`src/rtl/branch_resolve_unit.sv`:
```
// branch_resolve_unit: EX-stage branch/jump resolution, registered redirect/misalign pulses, bimodal BHT training and event counters
module branch_resolve_unit #(
  parameter int DATA_WIDTH  = 32,
  parameter int BHT_ENTRIES = 64
) (
  input  logic                  clk,
  input  logic                  rst_n,
  input  logic [DATA_WIDTH-1:0] if_pc_i,
  output logic                  if_pred_taken_o,
  input  logic                  ex_valid_i,
  input  logic                  ex_stall_i,
  input  logic                  ex_is_branch_i,
  input  logic                  ex_is_jal_i,
  input  logic                  ex_is_jalr_i,
  input  logic [2:0]            ex_funct3_i,
  input  logic                  BrEQ_i,
  input  logic                  BrLT_i,
  input  logic                  BrLTU_i,
  input  logic [DATA_WIDTH-1:0] ex_pc_i,
  input  logic [DATA_WIDTH-1:0] ex_imm_i,
  input  logic [DATA_WIDTH-1:0] ex_rs1_i,
  input  logic                  ex_pred_taken_i,
  output logic                  redirect_valid_o,
  output logic [DATA_WIDTH-1:0] redirect_pc_o,
  output logic                  misalign_o,
  output logic [DATA_WIDTH-1:0] misalign_addr_o,
  output logic [31:0]           branch_cnt_o,
  output logic [31:0]           mispredict_cnt_o
);
  localparam int IW = $clog2(BHT_ENTRIES);
  logic [BHT_ENTRIES-1:0][1:0] bht_q, bht_d;
  logic                  redirect_valid_q, redirect_valid_d;
  logic [DATA_WIDTH-1:0] redirect_pc_q, redirect_pc_d;
  logic                  misalign_q, misalign_d;
  logic [DATA_WIDTH-1:0] misalign_addr_q, misalign_addr_d;
  logic [31:0]           branch_cnt_q, branch_cnt_d;
  logic [31:0]           mispredict_cnt_q, mispredict_cnt_d;
  logic                  accept, legal, taken, br, jmp, mis, to_target;
  logic [DATA_WIDTH-1:0] target, fall;
  logic [IW-1:0]         ex_idx;
  logic [1:0]            cur;
  logic                  if_pc_unused;
  assign if_pc_unused = ^{if_pc_i[DATA_WIDTH-1:IW+2], if_pc_i[1:0]};
  assign if_pred_taken_o = bht_q[if_pc_i[IW+1:2]][1];
  always_comb begin
    accept    = ex_valid_i & ~ex_stall_i & ~redirect_valid_q;
    legal     = ex_funct3_i[2] | ~ex_funct3_i[1];
    taken     = (ex_funct3_i[2] ? (ex_funct3_i[1] ? BrLTU_i : BrLT_i) : BrEQ_i) ^ ex_funct3_i[0];
    br        = accept & ex_is_branch_i & legal;
    jmp       = accept & (ex_is_jal_i | ex_is_jalr_i);
    mis       = br & (taken != ex_pred_taken_i);
    target    = ex_is_jalr_i ? ((ex_rs1_i + ex_imm_i) & ~DATA_WIDTH'(1)) : ex_pc_i + ex_imm_i;
    fall      = ex_pc_i + DATA_WIDTH'(4);
    to_target = jmp | (mis & taken);
    ex_idx    = ex_pc_i[IW+1:2];
    cur       = bht_q[ex_idx];
    // A misaligned target turns the redirect into a misalign pulse instead
    redirect_valid_d = to_target ? ~target[1] : mis;
    misalign_d       = to_target & target[1];
    redirect_pc_d    = redirect_valid_d ? (to_target ? target : fall) : redirect_pc_q;
    misalign_addr_d  = misalign_d ? target : misalign_addr_q;
    branch_cnt_d     = br ? branch_cnt_q + 32'd1 : branch_cnt_q;
    mispredict_cnt_d = mis ? mispredict_cnt_q + 32'd1 : mispredict_cnt_q;
    bht_d = bht_q;
    if (br) bht_d[ex_idx] = taken ? (cur == 2'b11 ? cur : cur + 2'b01) : (cur == 2'b00 ? cur : cur - 2'b01);
  end
  always_ff @(posedge clk or negedge rst_n) begin
    if (!rst_n) begin
      bht_q            <= {BHT_ENTRIES{2'b01}};
      redirect_valid_q <= 1'b0;
      redirect_pc_q    <= '0;
      misalign_q       <= 1'b0;
      misalign_addr_q  <= '0;
      branch_cnt_q     <= '0;
      mispredict_cnt_q <= '0;
    end else begin
      bht_q            <= bht_d;
      redirect_valid_q <= redirect_valid_d;
      redirect_pc_q    <= redirect_pc_d;
      misalign_q       <= misalign_d;
      misalign_addr_q  <= misalign_addr_d;
      branch_cnt_q     <= branch_cnt_d;
      mispredict_cnt_q <= mispredict_cnt_d;
    end
  end
  assign redirect_valid_o = redirect_valid_q;
  assign redirect_pc_o    = redirect_pc_q;
  assign misalign_o       = misalign_q;
  assign misalign_addr_o  = misalign_addr_q;
  assign branch_cnt_o     = branch_cnt_q;
  assign mispredict_cnt_o = mispredict_cnt_q;
endmodule

```
`config.mk`:
```
export PLATFORM = sky130hd
export DESIGN_NAME = branch_resolve_unit
export DESIGN_NICKNAME = d
export VERILOG_FILES = /design/src/rtl/branch_resolve_unit.sv
export SDC_FILE = /design/constraint.sdc
export NUM_CORES = 1
export LEC_CHECK = 0
export ABC_AREA = 1
export CAP_MARGIN = 15
export CELL_PAD_IN_SITES_DETAIL_PLACEMENT = 1
export CELL_PAD_IN_SITES_GLOBAL_PLACEMENT = 1
export CORE_AREA = 2 2 240 242
export DETAILED_ROUTE_END_ITERATION = 16
export DIE_AREA = 0 0 242 244
export PLACE_DENSITY = 0.88
export SYNTH_ARGS = -nofsm -noshare
export SYNTH_HDL_FRONTEND = slang
export SYNTH_SLANG_ARGS = --single-unit
```
`constraint.sdc`:
```
create_clock -name clk -period 1.9 [get_ports clk]
set_input_delay 0.19 -clock clk [delete_from_list [all_inputs] [get_ports clk]]
set_output_delay 0.19 -clock clk [all_outputs]
set_load 0.005 [all_outputs]
```
==> reports/qor.csv, run 1 <==
metric,value,unit
clock.fmax,325,MHz
ys_async_sr_fraction,1.00,
rows,87,
grt_pass1_wl,178,mm
firstDrtPassIters,7,
drive_gt1_frac,0.308,
clockBufferDepth,3,
regToRegSetupSlack,-1100,ps
cts_htree_levels,2,
synth_nets,3405,
clk_pin_slew,90,ps
pwr-share-comb,0.381,
multi_input_area,0.0141,mm^2
root_buffer,clkbuf_16,
grt_pass1_vias,29700,
final_common_cell,nand2_1,
slew_viol_final,0,
p_leak,0.0164,uW
drcViolationCount,0,
die_h,244,um
synth_seq_area_share,0.333,
yosys.area.top_type,nand2_1,
run_status,"complete, but fails checks",
powerDensity,739,mW/mm^2
ant_nets,0,
fin_hold_ws,60.4,ps
cts_tree,yes,
vias,29300,
io_pins,273,
gp_congestion,0.965,
syn_avg_cell_area,6.15,um^2
critical_path_class,in -> reg,
port_buffers,246,
grt.total_usage,0.393,
synth_top_area_frac,0.277,
tightest_slew,1110,ps
arrival,3500,ps
layout_common_cells,"nand2_1, inv_1, buf_4",
yosysWarnings,0,
violations,setup timing,
min_period,3070,ps
synth.area.top_cells,"nand2_1, dfrtp_1, dfstp_2",
netSwitchingPower,9690,uW
synthToLayoutAreaGrowth,65.1,%
cts.sinks,258,
syn_inst,3197,
wl_per_cell,30.9,um
grt_max_degree,54,
clk_latency,650,ps
rsz0062_at_grt,yes,
vdd_drop_max,552,uV
syn_area,0.0197,mm^2
synth-seq-cells,258,
synth_edf_count,0,
antenna_found_initial,18,
ys_types,37,
grt_overflow,0,
floorplan.initialDensity,0.350,
drt-initial-drc-count,3523,
endpoint_kind,flip-flop,
hpwl,69.7,mm
p_clk_frac,0.313,
seqCellArea,0.00656,mm^2
avgViaCountPerCell,6.22,
wl,145,mm
swShare,0.404,
cap_viol_max_count,0,
relSlewSlack,0.256,
placed_area,0.0260,mm^2
dieArea,0.0590,mm^2
cp_max_fo,10,
crit_required,2320,ps
coreArea,0.0562,mm^2
tns,-103900,ps
nets,4119,
cts_buffers,35,
hold_violations,0,
setup_viol,265,
finalCritPeriodShare,1.62,
dp_slack,-803,ps
ys.flop_type,dfrtp_1,
seqPwrFrac,0.306,
finalClockSkew,48.9,ps
p_int,14300,uW
n_fill_cell,6955,
design_area,0.0324,mm^2
die_x,242,um
setup_slack,-1170,ps
hold_class,in -> async,
startpoint_type,primary input,
## path summary, 6_finish.rpt
| check | start | to | cells past startpoint |
|---|---|---|---|
| max | ex_funct3_i[1] | redirect_pc_o[12]$_DFFE_PN0P_ | 13 |
| min | rst_n | branch_cnt_o[12]$_DFFE_PN0P_ | 2 |
| max reg2reg | redirect_valid_o$_DFF_PN0_ | redirect_pc_o[12]$_DFFE_PN0P_ | 13 |
| min reg2reg | bht_q[36]$_DFFE_PN1P_ | bht_q[36]$_DFFE_PN1P_ | 2 |
| max in group asynchronous | rst_n | misalign_addr_o[19]$_DFFE_PN0P_ | 3 |
| min in group clk | ex_pc_i[0] | redirect_pc_o[0]$_DFFE_PN0P_ | 4 |
## worst max-delay path, stage by stage
cell	delay [ps]
clkdlybuf4s50_1	530
inv_1	100
nand2_1	80
nand3_1	160
o21ai_0	190
nand2_1	190
nand4_1	170
nand2_2	120
buf_6	180
buf_12	150
buf_12	150
o211ai_1	880
nand2_2	390
## state kept, by name, summed over array words and instances (netlist names)
name	cells
misalign_addr_o	32
mispredict_cnt_o	32
redirect_pc_o	32
bht_q	128
redirect_valid_o	1
branch_cnt_o	32
misalign_o	1
## synth_stat cells, types with 8 or more instances
library cell     n
buf_2           29
nand2_1       1453
inv_1          419
dfrtp_1        194
nor4_1           9
buf_4            9
o221ai_1         8
nand3b_1        13
o211ai_1        16
xnor2_1         31
o21ai_0         67
a21oi_1         54
o22ai_1          8
xor2_1          65
clkbuf_1        46
nand4_1         29
nand3_1        203
dfstp_2         64
a31oi_1         12
nor3_1         109
ha_1            64
nor2_1         252
## cells by family (layout without fill, tap and decap cells)
group / after synthesis / after routing / share of synthesized area
other: 0 / 10 / 0
and+or+nand+nor: 2082 / 2084 / 0.427
DFF: 258 / 258 / 0.333
adders and majority gates: 66 / 66 / 0.0428
xor gates and xnor gates: 96 / 96 / 0.0428
AOI/OAI and AO/OA: 178 / 178 / 0.0518
buffers and inverters: 517 / 1253 / 0.103
## area by class of cell
cell class | count | area share
antenna | 10 | 0.000771
clock buffer | 46 | 0.0295
clock inverter | 15 | 0.00725
inverter | 426 | 0.0501
multi-input combinational | 2424 | 0.434
sequential | 258 | 0.202
tap | 756 | 0.0292
timing repair buffer | 766 | 0.247
## power by group through the flow
stage               Sequential, uW  Clock, uW  Combinational [uW]
floorplan                     6680          0                2390
global placement              6920          0                5850
detailed placement            6930          0                6080
CTS                           6950       7060                7190
global route                  7310       7620                9310
finish                        7340       7510                9140
## routing by layer
metal	vias up	GRT usage	part of all wire
met5	-	0	0.0011
met4	20	0.322	0.11
met3	1266	0.127	0.14
met2	2693	0.640	0.43
met1	13900	0.417	0.32
li1	11400	-	-
## timing repair
action                     in CTS  in global routing
setup endpoints to repair     237                256
gates cloned                   34                  6
gates resized for setup       416                512
pin swaps                     143                150
buffers inserted               58                 50
hold endpoints to repair      157                  0
hold buffers                    1                  0
## stage by stage
step                total power, uW  utilization  std cells
detailed placement            13000        0.463       4500
floorplan                      9070            -       3197
global placement              12800        0.463       4500
CTS                           21200        0.535       4651
global route                  24200        0.577       4691
finish                        24000        0.578       4701
Power figures use the tool's default switching activity.
==> run 2, diff against run 1 <==
--- a/config.mk
+++ b/config.mk
@@ -9,9 +9,9 @@
 export CAP_MARGIN = 15
 export CELL_PAD_IN_SITES_DETAIL_PLACEMENT = 1
 export CELL_PAD_IN_SITES_GLOBAL_PLACEMENT = 1
-export CORE_AREA = 2 2 240 242
+export CORE_AREA = 3 3 241 243
 export DETAILED_ROUTE_END_ITERATION = 16
-export DIE_AREA = 0 0 242 244
+export DIE_AREA = 0 0 244 246
 export PLACE_DENSITY = 0.88
 export SYNTH_ARGS = -nofsm -noshare
 export SYNTH_HDL_FRONTEND = slang
==> constraint.sdc (replaced) <==
create_clock -name clk -period 2.53 [get_ports clk]
set_input_delay 0.253 -clock clk [delete_from_list [all_inputs] [get_ports clk]]
set_output_delay 0.253 -clock clk [all_outputs]
set_load 0.005 [all_outputs]
==> reports/qor.csv, run 2 (same netlist as run 1, synthesis figures left out) <==
metric,value,unit,change
hpwl,65.0,mm,-6.7%
clk_pin_slew,60,ps,-30 ps
finalClockSkew,49.2,ps,+0.357 ps
crit_required,2280,ps,-40 ps
antenna_found_initial,0,,-18
grt_max_degree,73,,+35%
drt-initial-drc-count,1159,,-67%
setup_slack,115,ps,+1290 ps
layout_common_cells,"nand2_1, inv_1, nor2_1",,
synthToLayoutAreaGrowth,32.0,%,
run_status,"finished, final reports clean",,
grt_pass1_wl,130,mm,-27%
hold_end,redirect_pc_o[2]$_DFFE_PN0P_,,
n_fill_cell,7534,,+8.3%
relSlewSlack,0.540,,+0.284
diodes,0,,-10
rows,87,,unchanged
wl,82.5,mm,-43%
ff2ff_path_depth,9,,-4
gp_congestion,0.927,,-3.9%
min_path_cells,4,,
clock.fmax,414,MHz,
timing.rr.end,branch_cnt_o[29]$_DFFE_PN0P_,,
drcViolationCount,0,,unchanged
endpoint_kind,primary output,,
drive_gt1_frac,0.105,,-0.203
firstDrtPassIters,5,,-2
tightest_slew,683,ps,-428 ps
wl_per_cell,18.7,um,-40%
setup_viol,0,,-100%
port_buffers,246,,unchanged
dp_slack,-203,ps,+600 ps
startpoint_type,flip-flop,,
critical_path_class,reg -> out,,
cts_setup_buffers,0,,-100%
grt.total_usage,0.269,,-0.124
floorplan.initialDensity,0.350,,unchanged
powerDensity,541,mW/mm^2,-27%
cts_buffers,30,,-14%
clk_latency,610,ps,-40 ps
cts_tree,yes,,
grt_overflow,0,,unchanged
p_leak,0.0137,uW,-16%
largest-register,bht_q,,
clockBufferDepth,3,,unchanged
hold_start,ex_pc_i[2],,
die_x,244,um,+0.83%
finalCritPeriodShare,0.954,,
hold_violations,0,,unchanged
arrival,2160,ps,-1340 ps
ant_nets,0,,unchanged
dp.cells,4363,,-3.0%
vdd_drop_max,461,uV,-17%
instances_no_fill,4420,,-6.0%
cts_htree_levels,1,,-1
hold_class,in -> reg,,
coreArea,0.0562,mm^2,unchanged
slew_viol_final,0,,unchanged
dieArea,0.0600,mm^2,+1.7%
cts.sinks,258,,unchanged
vias,22800,,-22%
rsz0062_at_grt,no,,
cp_max_fo,3,,-7
cap_viol_max_count,0,,unchanged
regToRegSetupSlack,250,ps,+1350 ps
root_buffer,clkbuf_16,,
io_pins,273,,unchanged
die_h,246,um,+0.82%
grt_pass1_vias,24200,,-18%
worstReg2RegStart,redirect_valid_o$_DFF_PN0_,,
largest_reg_flops,128,,unchanged
nets,3848,,-6.6%
avgViaCountPerCell,5.15,,-17%
min_period,2410,ps,
final_common_cell,nand2_1,,
finalPower,14000,uW,-41%
[run 2: cell count changes in the layout (fill, tap and decap cells not counted), sizes merged, moves of 2 or more]
cell and delta:
buf -259, clkdlybuf4s50 +24, dlymetal6s2s -13, diode -10
dlygate4sd2 -10, clkinvlp -5, clkbuf -3, bufinv -2
clkinv +2, inv -2, nand2 -2
[run 2: layer usage]
layer  global-route usage  routed length, um  part of all wire
met5                    0                  0                 0
met4               0.0940               2890             0.035
met3               0.0189               3850             0.047
met2                0.484              40700              0.49
met1                0.340              35000              0.42
[run 2: worst max-delay path by stage]
stage                                       from                       endpoint  slack [ps]  cells after the start
after detailed placement             ex_imm_i[1]  redirect_pc_o[16]$_DFFE_PN0P_        -200                     17
after CTS                  bht_q[67]$_DFFE_PN0P_                if_pred_taken_o         100                      7
after global placement               ex_imm_i[1]  redirect_pc_o[16]$_DFFE_PN0P_        -150                     17
after floorplan                       ex_pc_i[0]  redirect_pc_o[22]$_DFFE_PN0P_         570                     11
final                     bht_q[117]$_DFFE_PN0P_                if_pred_taken_o         120                      7
after global routing       bht_q[67]$_DFFE_PN0P_                if_pred_taken_o          10                      7
[run 2: layout make-up]
type                       instances  area (um^2)  area share
clock inverter                     8          115     0.00444
multi-input combinational       2422        11100       0.428
tap                              756          946      0.0365
sequential                       258         6540       0.252
timing repair buffer             502         4720       0.182
clock buffer                      48          918      0.0354
inverter                         426         1600      0.0616
[run 2: power breakdown]
group / internal, uW / total [uW] / leakage [uW] / switching [uW]
logic: 2000 / 4310 / 0.0100 / 2310
clock network: 2690 / 4570 / 0.000510 / 1890
registers: 4630 / 5170 / 0.00318 / 535
[run 2: worst max-delay path, cell delays in order (launching register included)]
cell	delay [ps]
dfrtp_1	420
o21ai_1	150
o22ai_1	90
o211ai_1	270
nand3_1	170
nand3_1	110
nand2_1	90
dlygate4sd2_1	270
[run 2: timing repair]
item,CTS,global route
pin swaps,5,1
hold buffers,1,0
setup endpoints to repair,1,18
gates resized for setup,8,4
hold endpoints to repair,51,0
[run 2: per-stage QoR]
step | hold WS [ps] | util | cell area, um^2 | setup TNS [ps]
finish | 77.8 | 0.462 | 25900 | 0
global placement | 274 | 0.443 | 24900 | -3920
detailed placement | 280 | 0.443 | 24900 | -9420
floorplan | -42.6 | - | 19700 | 0
global route | 76.4 | 0.462 | 25900 | 0
CTS | 53.8 | 0.462 | 25900 | 0
